==> src/rtl/mask_bool_decoder.sv <==
// mask_bool_decoder: decodes replicated boolean mask words through a 2-entry skid buffer with a saturating malformed-word counter.
// Define MASK_BOOL_DECODER_DROP_MALFORMED_EN to count but discard malformed words instead of forwarding them.
module mask_bool_decoder #(
    parameter int MASK_W = 3,
    parameter int CNT_W  = 8
) (
    input  logic              clk,
    input  logic              rst,
    input  logic [MASK_W-1:0] din_data,
    input  logic              din_vld,
    output logic              din_rd,
    output logic              dout_data,
    output logic              dout_err,
    output logic              dout_vld,
    input  logic              dout_rd,
    output logic [CNT_W-1:0]  err_cnt,
    input  logic              clr_cnt
);
    typedef enum logic [1:0] {EMPTY, ONE, TWO} state_t;
    localparam logic [CNT_W-1:0] CNT_MAX = '1;
    state_t state, state_nxt;
    logic head_d, head_e, tail_d, tail_e;
    logic in_d, in_e, acc, wr, dlv;
    assign in_d = din_data[MASK_W-1];
    assign in_e = ~(&din_data) & (|din_data);
    assign acc = din_vld & din_rd;
    assign dlv = dout_vld & dout_rd;
    assign dout_vld = state != EMPTY;
    assign dout_data = head_d;
`ifdef MASK_BOOL_DECODER_DROP_MALFORMED_EN
    assign wr = acc & ~in_e;
    assign dout_err = 1'b0;
`else
    assign wr = acc;
    assign dout_err = head_e;
`endif
    always_comb begin
        state_nxt = state;
        if (state == EMPTY)
            state_nxt = wr ? ONE : EMPTY;
        else if (state == ONE)
            state_nxt = (wr && !dlv) ? TWO : (!wr && dlv) ? EMPTY : ONE;
        else
            state_nxt = dlv ? ONE : TWO;
    end
    // head takes the incoming word unless it must queue behind an undelivered head
    always_ff @(posedge clk or posedge rst) begin
        if (rst) begin
            state   <= EMPTY;
            din_rd  <= 1'b0;
            head_d  <= 1'b0;
            head_e  <= 1'b0;
            tail_d  <= 1'b0;
            tail_e  <= 1'b0;
            err_cnt <= '0;
        end else begin
            state  <= state_nxt;
            din_rd <= state_nxt != TWO;
            if (state == TWO && dlv) begin
                head_d <= tail_d;
                head_e <= tail_e;
            end else if (wr && (state != ONE || dlv)) begin
                head_d <= in_d;
                head_e <= in_e;
            end
            if (wr && state == ONE && !dlv) begin
                tail_d <= in_d;
                tail_e <= in_e;
            end
            err_cnt <= clr_cnt ? CNT_W'(acc & in_e)
                     : (acc && in_e && err_cnt != CNT_MAX) ? err_cnt + CNT_W'(1) : err_cnt;
        end
    end
endmodule

==> config.mk <==
export PLATFORM = sky130hd
export DESIGN_NAME = mask_bool_decoder
export DESIGN_NICKNAME = d
export VERILOG_FILES = /design/src/rtl/mask_bool_decoder.sv
export SDC_FILE = /design/constraint.sdc
export NUM_CORES = 1
export LEC_CHECK = 0
export ABC_AREA = 1
export BUFFER_PORTS_ARGS = -buffer_cell sky130_fd_sc_hd__clkbuf_2
export CORE_ASPECT_RATIO = 0.7
export CORE_MARGIN = 2
export CORE_UTILIZATION = 47
export DETAILED_ROUTE_END_ITERATION = 12
export PLACE_DENSITY = 0.75
export SYNTH_ARGS = -nofsm -noshare
export SYNTH_HDL_FRONTEND = slang
export SYNTH_SLANG_ARGS = --single-unit
export TNS_END_PERCENT = 50
==> constraint.sdc <==
create_clock -name clk -period 1.4 [get_ports clk]
set_clock_uncertainty 0.1 [all_clocks]
set_input_delay 0.14 -clock clk [delete_from_list [all_inputs] [get_ports clk]]
set_output_delay 0.14 -clock clk [all_outputs]
set_load 0.02 [all_outputs]
Word-level counts from Yosys, hierarchy flattened
Index checks and enable logic that the tools add are counted.
Widths: inputs -> output; s select.
{"block": "word_totals", "ff_bits": 15, "wordCells": 47, "inputBits": 8, "out_inout_bits": 12}
{"block": "classes", "n_addsub": 1, "reduce_logical": 17, "muxes": 12, "eq_ne": 5, "n_bitwise": 5}
{"cell": "$mux 8", "n": 2}
{"cell": "$add 8x1->8 const B", "n": 1}
{"cell": "$logic_and 1x1->1", "n": 8}
{"cell": "$mux 2", "n": 4}
{"cell": "$ne 8x8->1 const B", "n": 1}
{"cell": "$mux 1", "n": 6}
{"cell": "$reduce_bool 2->1", "n": 3}
{"cell": "$and 1x1->1", "n": 4}
{"cell": "$reduce_and 3->1", "n": 1}
{"cell": "$reduce_or 3->1", "n": 1}
{"cell": "$eq 2x1->1 const B", "n": 1}
{"cell": "$eq 2x2->1 const B", "n": 1}
{"cell": "$logic_not 1->1", "n": 2}
{"cell": "$logic_not 2->1", "n": 1}
{"cell": "$ne 2x1->1 const B", "n": 1}
{"cell": "$ne 2x2->1 const B", "n": 1}
{"cell": "$logic_or 1x1->1", "n": 1}
{"cell": "$not 1->1", "n": 1}

Depth between registers and ports, before layout
Gate-level depths: netlist of the first run.
{"block": "depth", "ltp_word": 8, "ltp_mapped": 9, "depth_no_buf": 8}

Worst setup path before layout of the first run
Ideal clock, no wire load.
{"block": "synth_path", "path_kind": "register to register", "start": "register err_cnt[1]", "end": "register err_cnt[1]", "n_path_buf": 1, "period_less_slack_ns": 1.498, "setup_slack_ns": -0.098, "t_arrival_ns": 1.281, "stages_incl_launch_ff": 10, "required_ns": 1.183, "setup_time_ns": 0.117, "path_cell_list": "dfrtp_1 -> ha_1 -> nand2_2 -> nor2_4 -> nand2_2 -> nand3_2 -> buf_6 -> nand2_1 -> nand2_1 -> nor2_1"}
{"block": "synth_via", "elab_chain_len": 3, "word_cells_on_any_way": 6, "cone_classes": "1 x add/sub; 1 x eq/ne; 2 x mux; 2 x reduce/logical"}
{"item": "from (decl)", "line": "16", "rtl": "output logic [CNT_W-1:0] err_cnt,"}
{"item": "from (signal assigned)", "line": "70", "rtl": "err_cnt <= clr_cnt ? CNT_W'(acc & in_e)"}
{"item": "$add 8x1->8 or $ne 8x8->1 (tied branches)", "line": "71", "rtl": ": (acc && in_e && err_cnt != CNT_MAX) ? err_cnt + CNT_W'(1) : err_cnt;"}
{"item": "$mux 8 or $logic_and 1x1->1 (tied branches)", "line": "71"}
{"item": "$mux 8 or $reduce_bool 2->1 (tied branches)"}
Several ways; a longest one is shown, not always the timed one. The select of a mux whose other input is x is not followed.
A chain may end at the register's enable or synchronous reset.

Worst setup path after layout of the first run
{"block": "layout_path", "start": "register err_cnt[0]", "end": "register err_cnt[4]"}
The elaborated chain is that of the path after synthesis.

==> results.yml, run 1 <==
run_status:
  outcome: "finished, violations left"
  violations: "negative setup slack"
timing:
  slew_headroom: 0.6051
  clock.fmax_mhz: 706.9
  grt_setup_unrepaired: "yes"
  finalCriticalPeriod_ps: 1415
  min_period_over_period: 1.010
  setup_viol: 1
  slew_violations: 0
  hold_viol_final: 0
  worst_slew_pin_slew_ps: 591.7
  worst_slack_ps: -14.64
cts:
  clk_path_buf_depth: 2
  clock_latency_ps: 290
  clk_pin_slew_ps: 100
  cts_tree: "built"
  cts-buffers-inserted: 3
  root_buffer: "clkbuf_4"
  clkSinkCount: 15
  cts.htree.levels: 1
global_route:
  grtUsageTotal: 0.2111
  grt_max_degree: 16
  grt_pass1_wl_um: 3491
  antenna_found_initial: 0
  overflow: 0
  grt_pass1_vias: 770
placed_design:
  place_worst_setup_slack_ps: -62.09
  dp_cells: 178
  place.gp.congestion: 0.8902
  dpl_cell_area_um2: 1131
  io_buffers: 19
  hpwl_um: 1648
floorplan:
  die_y_um: 40.32
  coreArea_um2: 1822
  initial_utilization: 0.4863
  ios: 20
  dieArea_um2: 2253
  rows: 13
  die_w_um: 55.89
synth:
  yosysWarningCount: 0
  async_flop_share: 1.000
  syn-num-nets: 134
  syn-cell-area_um2: 885.9
  seq_area_frac_synth: 0.4237
  synthCells: 124
  ys.flop_type: "dfrtp_1"
  ys_types: 21
  synth_edf_count: 0
  synth-seq-cells: 15
  avgSynthCellArea_um2: 7.144
cells_and_area:
  fill_cells: 138
  num_antenna_cells: 0
  fin_cells: 187
  final_area_um2: 1240
  multiInputGateArea_um2: 513.0
  nNetsFinal: 176
  drive_gt1_frac: 0.3818
  syn2layout_area_growth_pct: 39.97
  seqCellArea_um2: 380.4
drt:
  vias: 951
  ant_nets: 0
  viasPerCell: 5.086
  wl_um: 2307
  drt_iter0_drc: 51
  route.detailed.drc: 0
  wl_per_cell_um: 12.34
  firstDrtPassIters: 4
worst_setup_path:
  critPathCaptureType: "flop"
  crit_path_max_fanout: 2
  arrival_ps: 1500
  crit_type: "flop to flop"
  cp-start-kind: "flop"
  worstPathRequired_ps: 1490
pwr:
  p_leak_nw: 0.6557
  max-vdd-ir-drop_mv: 1.037
  finalPower_mw: 1.587
  power_density_nw_per_um2: 1280
run:
  maxCapViolations: 0
worst_hold_path:
  min_path_type: "input port to flop"
==> cell families after synthesis <==
| group | Yosys count | share of synthesized area |
|---|---|---|
| AO/OA/AOI/OAI | 14 | 0.08898 |
| XOR/XNOR | 1 | 0.009889 |
| adder cells (fa/ha/maj) | 2 | 0.02824 |
| buffers and inverters | 15 | 0.07343 |
| flip-flops | 15 | 0.4237 |
| AND/OR/NAND/NOR | 77 | 0.3757 |
==> per-layer routing <==
| metal | global-route usage | vias up | wire length [um] |
|---|---|---|---|
| met5 | 0 | - | 0 |
| met4 | 0.05357 | 0 | 19 |
| met1 | 0.2736 | 435 | 1040 |
| li1 | - | 480 | - |
| met2 | 0.3482 | 30 | 1078 |
| met3 | 0.07419 | 6 | 169 |
==> registers in the layout, indices dropped and copies added (netlist names) <==
name / count
din_rd: 1
dout_data: 1
dout_err: 1
err_cnt: 8
state: 2
tail_d: 1
tail_e: 1
==> through the flow <==
stage,hold WS [ps],TNS (ps),util
after detailed placement,114.6,-283.9,0.6209
after global placement,104.0,-43.22,0.6209
final,85.01,-14.64,0.6806
after floorplan,-58.72,0,-
after global routing,76.49,-358.2,0.6806
after CTS,43.25,0,0.6532
==> Yosys cell counts (2+ instances only) <==
cell type  number  share of area
a21oi_1         3          0.017
dfrtp_1        15           0.42
ha_1            2          0.028
inv_1          12          0.051
nand2_1        39           0.17
nand2_2         3          0.021
nand3_1        12          0.068
nor2_1         18          0.076
o211ai_1        2          0.017
o21ai_0         7          0.040
==> worst paths after layout <==
check                                       startpoint                      to  slack [ps]  cells past startpoint
worst max-delay path            err_cnt[0]$_DFFE_PP0P_  err_cnt[4]$_DFFE_PP0P_         -10                      8
worst min-delay path                           clr_cnt  err_cnt[2]$_DFFE_PP0P_          90                      4
worst max register to register  err_cnt[0]$_DFFE_PP0P_  err_cnt[4]$_DFFE_PP0P_         -10                      8
worst min register to register    dout_err$_DFFE_PP0P_    dout_err$_DFFE_PP0P_         430                      2
max in group asynchronous                          rst        din_rd$_DFF_PP0_         450                      3
min in group asynchronous                          rst   dout_data$_DFFE_PP0P_         330                      3
==> worst max-delay path, stage by stage, from the launching register on <==
cell and delay [ps]:
dfrtp_2 440, ha_4 180, nand2_4 70, nor2_4 50, buf_4 130, xnor2_1 160
nor2_1 70, nand2_2 70, nand2_1 40
==> cell usage in the layout (no fill, tap or decap) <==
cell type / synthesis / final
nand2_1: 39 / 32
clkbuf_2: 0 / 18
buf_4: 0 / 17
nor2_1: 18 / 16
nand3_1: 12 / 12
dfrtp_1: 15 / 11
inv_1: 12 / 10
nand2_2: 3 / 7
o21ai_0: 7 / 6
dfrtp_2: 0 / 4
inv_2: 1 / 3
nand2_4: 0 / 3
a21oi_1: 3 / 3
clkbuf_4: 0 / 3
o211ai_1: 2 / 2
nor2_2: 0 / 2
dlygate4sd3_1: 0 / 2
nor2_4: 1 / 1
xnor2_1: 1 / 1
o21bai_1: 1 / 1
nand3_4: 0 / 1
nor3_1: 1 / 1
a31oi_1: 1 / 1
o21ai_1: 0 / 1
nand4_1: 1 / 1
nor3b_1: 1 / 1
ha_4: 0 / 1
ha_1: 2 / 1
clkinv_2: 0 / 1
nand3_2: 1 / 1
buf_2: 1 / 1
==> where the power goes <==
group | total, mW | leakage [nW] | switching (mW) | internal [mW]
logic | 0.717 | 0.452 | 0.444 | 0.273
registers | 0.616 | 0.186 | 0.0631 | 0.553
clock network | 0.254 | 0.0177 | 0.148 | 0.106
total | 1.59 | 0.656 | 0.655 | 0.932
==> repair_timing <==
| action | in CTS | in global routing |
|---|---|---|
| hold buffers | 2 | 0 |
| pin swaps | 0 | 6 |
| cloned | 0 | 1 |
| hold endpoints to repair | 16 | 0 |
| setup buffers | 0 | 2 |
| endpoints found under the setup margin | 8 | 10 |
| resized for setup | 3 | 12 |
==> area by class of cell <==
type,instances,area share
Clock inverter,1,0.004036
Sequential cell,15,0.3068
Multi-Input combinational cell,95,0.4137
Inverter,13,0.03935
Clock buffer,3,0.01816
Tap cell,22,0.02220
Timing Repair Buffer,38,0.1958
(Power assumes the default switching activity.)
==> run 2: changes to the inputs <==
- CORE_UTILIZATION: 47 -> 35
- PLACE_DENSITY: 0.75 -> 0.59
- REMOVE_ABC_BUFFERS: unset -> 1
==> results.yml, run 2 (same netlist as run 1, synthesis figures left out) <==
run_status:
  outcome: "complete, no violations"
global_route:
  grt_pass1_vias: 802
  antenna_found_initial: 0
  grtUsageTotal: 0.1578
  grt_pass1_wl_um: 3505
  overflow: 0
  grt_max_degree: 16
worst_setup_path:
  arrival_ps: 1470
  reg2reg_to: "err_cnt[4]$_DFFE_PP0P_"
  crit_type: "flop to flop"
  worstPathRequired_ps: 1480
  critPathCaptureType: "flop"
  r2r_slack_ps: 8
  cp-start-kind: "flop"
  r2r_start: "err_cnt[1]$_DFFE_PP0P_"
  reg2reg_depth: 8
  crit_path_max_fanout: 6
pwr:
  max-vdd-ir-drop_mv: 0.6080
  p_leak_nw: 0.6551
  power_density_nw_per_um2: 1297
drt:
  route.detailed.drc: 0
  drt_iter0_drc: 37
  viasPerCell: 4.550
  wl_per_cell_um: 10.69
  ant_nets: 0
  vias: 910
  wl_um: 2138
  firstDrtPassIters: 4
cts:
  clock_latency_ps: 290
  cts.htree.levels: 1
  clkSinkCount: 15
  cts_tree: "built"
  clk_pin_slew_ps: 90
  root_buffer: "clkbuf_4"
  cts-buffers-inserted: 3
  clk_path_buf_depth: 2
placed_design:
  dpl_cell_area_um2: 1135
  place.gp.congestion: 0.8449
  hpwl_um: 1602
  io_buffers: 19
cells_and_area:
  syn2layout_area_growth_pct: 40.82
  num_antenna_cells: 0
  top_register: "err_cnt"
  post-route-util: 0.5113
  nNetsFinal: 177
  largest_reg_flops: 8
  drive_gt1_frac: 0.3434
  final_area_um2: 1247
  final_common_cell: "nand2_1"
  top_regs: "err_cnt x8, state x2"
  layout_common_cells: "36 x nand2_1, 19 x clkbuf_2, 18 x buf_4"
worst_hold_path:
  min_path_type: "input port to flop"
  hold_end: "err_cnt[4]$_DFFE_PP0P_"
  min_from: "clr_cnt"
  min_path_cells: 4
timing:
  worst_slew_pin_slew_ps: 574.4
  slew_violations: 0
  finalCriticalPeriod_ps: 1392
  setup_viol: 0
  clock.fmax_mhz: 718.5
  grt_setup_unrepaired: "yes"
  hold_viol_final: 0
  slew_headroom: 0.6167
  whs_ps: 69.73
  min_period_over_period: 0.9941
floorplan:
  die_w_um: 64.13
  dieArea_um2: 2956
  die_y_um: 46.09
  ios: 20
  rows: 15
  coreArea_um2: 2440
  initial_utilization: 0.3631
run:
  maxCapViolations: 0
## run 2: worst max-delay path: stages (launching register included)
cell and delay [ps]:
dfrtp_1 370, ha_2 190, nand2_2 70, nor2_4 120
nand2_4 80, nand3_4 130, nand2_4 80, nand2_1 90
nand2_1 50
## run 2: metal layers
layer,vias up,global-route usage,share of wire
met2,24,0.2417,0.41
li1,479,-,-
met4,0,0.03830,0
met5,-,0,0
met1,407,0.2264,0.54
met3,0,0.03912,0.055
## run 2: report_power, final
group          leakage [nW]  total [mW]  switching [mW]  internal [mW]
Sequential            0.191       0.606          0.0578          0.548
Combinational         0.447       0.762           0.453          0.309
Clock                0.0177       0.251           0.144          0.106
## run 2: through the flow
stage               setup TNS [ps]  setup WS [ps]  instances  power (mW)
detailed placement          -656.4         -119.7        192       1.298
finish                           0          8.306        200       1.618
global route                -464.1         -87.97        200       1.765
global placement            -309.8         -72.27        192       1.289
floorplan                    -1188         -173.0        122       1.011
CTS                              0          1.660        198       1.575
## run 2: layout make-up
class | instances | area, um2
flip-flops and latches | 15 | 375.4
well taps | 34 | 42.54
inverters | 13 | 48.80
multi-input cells | 95 | 503.0
clock inverters | 1 | 5.005
clock buffers | 3 | 22.52
fillers | 246 | 1192
repair buffers | 39 | 250.2
## run 2: what timing repair did
| item | 4_1_cts | 5_1_grt |
|---|---|---|
| buffers inserted | 0 | 1 |
| pin swaps | 1 | 4 |
| gates resized for setup | 5 | 7 |
| hold endpoints to repair | 15 | 1 |
| endpoints found under the setup margin | 8 | 11 |
| gates cloned | 1 | 0 |
| hold buffers | 1 | 1 |
## run 2: worst max-delay path by stage
| stage | startpoint | endpoint | slack, ps | cells past startpoint |
|---|---|---|---|---|
| final | err_cnt[1]$_DFFE_PP0P_ | err_cnt[4]$_DFFE_PP0P_ | 8 | 8 |
| after global routing | err_cnt[0]$_DFFE_PP0P_ | err_cnt[6]$_DFFE_PP0P_ | -90 | 8 |
| after floorplan | err_cnt[1]$_DFFE_PP0P_ | err_cnt[4]$_DFFE_PP0P_ | -170 | 8 |
| after global placement | err_cnt[0]$_DFFE_PP0P_ | err_cnt[2]$_DFFE_PP0P_ | -70 | 8 |
| after CTS | err_cnt[1]$_DFFE_PP0P_ | err_cnt[4]$_DFFE_PP0P_ | 2 | 8 |
| after detailed placement | err_cnt[0]$_DFFE_PP0P_ | err_cnt[2]$_DFFE_PP0P_ | -120 | 8 |
==> run 3: changes to the inputs <==
--- a/config.mk
+++ b/config.mk
@@ -8,2 +8,3 @@
 export ABC_AREA = 1
+export ABC_CLOCK_PERIOD_IN_PS = 1400
 export BUFFER_PORTS_ARGS = -buffer_cell sky130_fd_sc_hd__clkbuf_2
==> constraint.sdc (replaced) <==
create_clock -name clk -period 1.4 [get_ports clk]
set_clock_uncertainty 0.1 [all_clocks]
set_input_delay 0.07 -clock clk [delete_from_list [all_inputs] [get_ports clk]]
set_output_delay 0.07 -clock clk [all_outputs]
set_load 0.02 [all_outputs]
==> results.yml, run 3 (same netlist as run 1, synthesis figures left out) <==
run_status:
  outcome: "complete, no violations"
pwr:
  power_frac_clock: 0.159
  power_density_nw_per_um2: 1295
  p_leak_nw: 0.6593
  max-vdd-ir-drop_mv: 0.6092
  swShare: 0.4075
  p_int_mw: 0.9648
  seq_power_share: 0.372
  power_frac_comb: 0.469
  p_sw_mw: 0.6636
cts:
  cts-buffers-inserted: 3
  clk_pin_slew_ps: 90
  clkSinkCount: 15
  cts_tree: "built"
  clock_latency_ps: 300
  root_buffer: "clkbuf_4"
  cts.htree.levels: 1
  clk_path_buf_depth: 2
timing:
  grt_setup_unrepaired: "yes"
  hold_viol_final: 0
  min_period_over_period: 0.9933
  worst_slew_pin_slew_ps: 575.7
  slew_violations: 0
  slew_headroom: 0.6158
  finalCriticalPeriod_ps: 1391
  clock.fmax_mhz: 719.1
  setup_viol: 0
run:
  maxCapViolations: 0
worst_setup_path:
  crit_type: "flop to flop"
  worstPathRequired_ps: 1490
  arrival_ps: 1480
  cp-start-kind: "flop"
  crit_path_max_fanout: 6
  critPathCaptureType: "flop"
  reg2reg_depth: 8
cells_and_area:
  top_register: "err_cnt"
  layout_common_cells: "36 x nand2_1, 19 x clkbuf_2, 18 x buf_4"
  largest_reg_flops: 8
  final_area_um2: 1257
  num_antenna_cells: 0
  drive_gt1_frac: 0.3413
  top_regs: "err_cnt x8, state x2"
  post-route-util: 0.5154
  syn2layout_area_growth_pct: 41.95
  nNetsFinal: 178
  final_common_cell: "nand2_1"
global_route:
  grt_pass1_wl_um: 3567
  overflow: 0
  grtUsageTotal: 0.1610
  grt_pass1_vias: 812
  antenna_found_initial: 0
  grt_max_degree: 16
floorplan:
  dieArea_um2: 2956
  die_y_um: 46.09
  ios: 20
  initial_utilization: 0.3631
  rows: 15
  die_w_um: 64.13
  coreArea_um2: 2440
drt:
  ant_nets: 0
  wl_um: 2170
  route.detailed.drc: 0
  viasPerCell: 4.557
  wl_per_cell_um: 10.80
  vias: 916
  firstDrtPassIters: 4
  drt_iter0_drc: 32
worst_hold_path:
  min_path_type: "input port to flop"
  min_path_cells: 4
placed_design:
  place.gp.congestion: 0.8449
  dpl_cell_area_um2: 1135
  hpwl_um: 1602
  io_buffers: 19
==> run 3: timing repair <==
action / CTS / global route
hold buffers: 3 / 0
endpoints found under the setup margin: 8 / 10
pin swaps: 1 / 4
hold endpoints to repair: 17 / 0
cloned: 1 / 0
gates resized for setup: 5 / 7
setup buffers: 0 / 1
==> run 3: area by class of cell <==
type,count,area [um2]
clock buffers,3,22.52
multi-input cells,95,503.0
fillers,241,1182
well taps,34,42.54
repair buffers,40,260.3
flip-flops and latches,15,375.4
inverters,13,48.80
clock inverters,1,5.005
==> run 3: routing by layer <==
metal | global-route usage | vias up | wire [um]
li1 | - | 483 | -
met5 | 0 | - | 0
met4 | 0.03830 | 0 | 12
met3 | 0.03912 | 3 | 132
met2 | 0.2479 | 25 | 891
met1 | 0.2310 | 405 | 1134
==> run 3: final timing paths <==
path	from	to	slack, ps
max	err_cnt[1]$_DFFE_PP0P_	err_cnt[4]$_DFFE_PP0P_	9
min	dout_rd	state[1]$_DFF_PP0_	30
max reg2reg	err_cnt[1]$_DFFE_PP0P_	err_cnt[4]$_DFFE_PP0P_	9
min reg2reg	dout_err$_DFFE_PP0P_	dout_err$_DFFE_PP0P_	420
max in group asynchronous	rst	err_cnt[0]$_DFFE_PP0P_	570
min in group asynchronous	rst	state[0]$_DFF_PP0_	250
==> run 3: power groups by stage <==
stage	Clock (mW)	Sequential, mW	Combinational, mW
floorplan	0	0.689	0.323
global placement	0	0.606	0.683
detailed placement	0	0.609	0.690
CTS	0.261	0.600	0.718
global route	0.294	0.622	0.851
finish	0.259	0.606	0.764
==> run 3: critical path: stages, from the launching register on <==
cell	delay, ps
dfrtp_1	370
ha_2	190
nand2_2	70
nor2_4	120
nand2_4	80
nand3_4	130
nand2_4	80
nand2_1	90
nand2_1	50
==> run 3: per-stage QoR <==
stage / hold slack (ps) / setup TNS, ps / power, mW / instances / setup slack (ps)
3_5_place_dp: 44.20 / -656.4 / 1.298 / 192 / -119.7
3_3_place_gp: 40.27 / -309.8 / 1.289 / 192 / -72.27
6_report: 29.15 / 0 / 1.628 / 201 / 9.418
2_1_floorplan: -128.5 / -1188 / 1.011 / 122 / -173.0
4_1_cts: 15.82 / 0 / 1.579 / 200 / 1.660
5_1_grt: 78.45 / -443.7 / 1.767 / 201 / -86.88
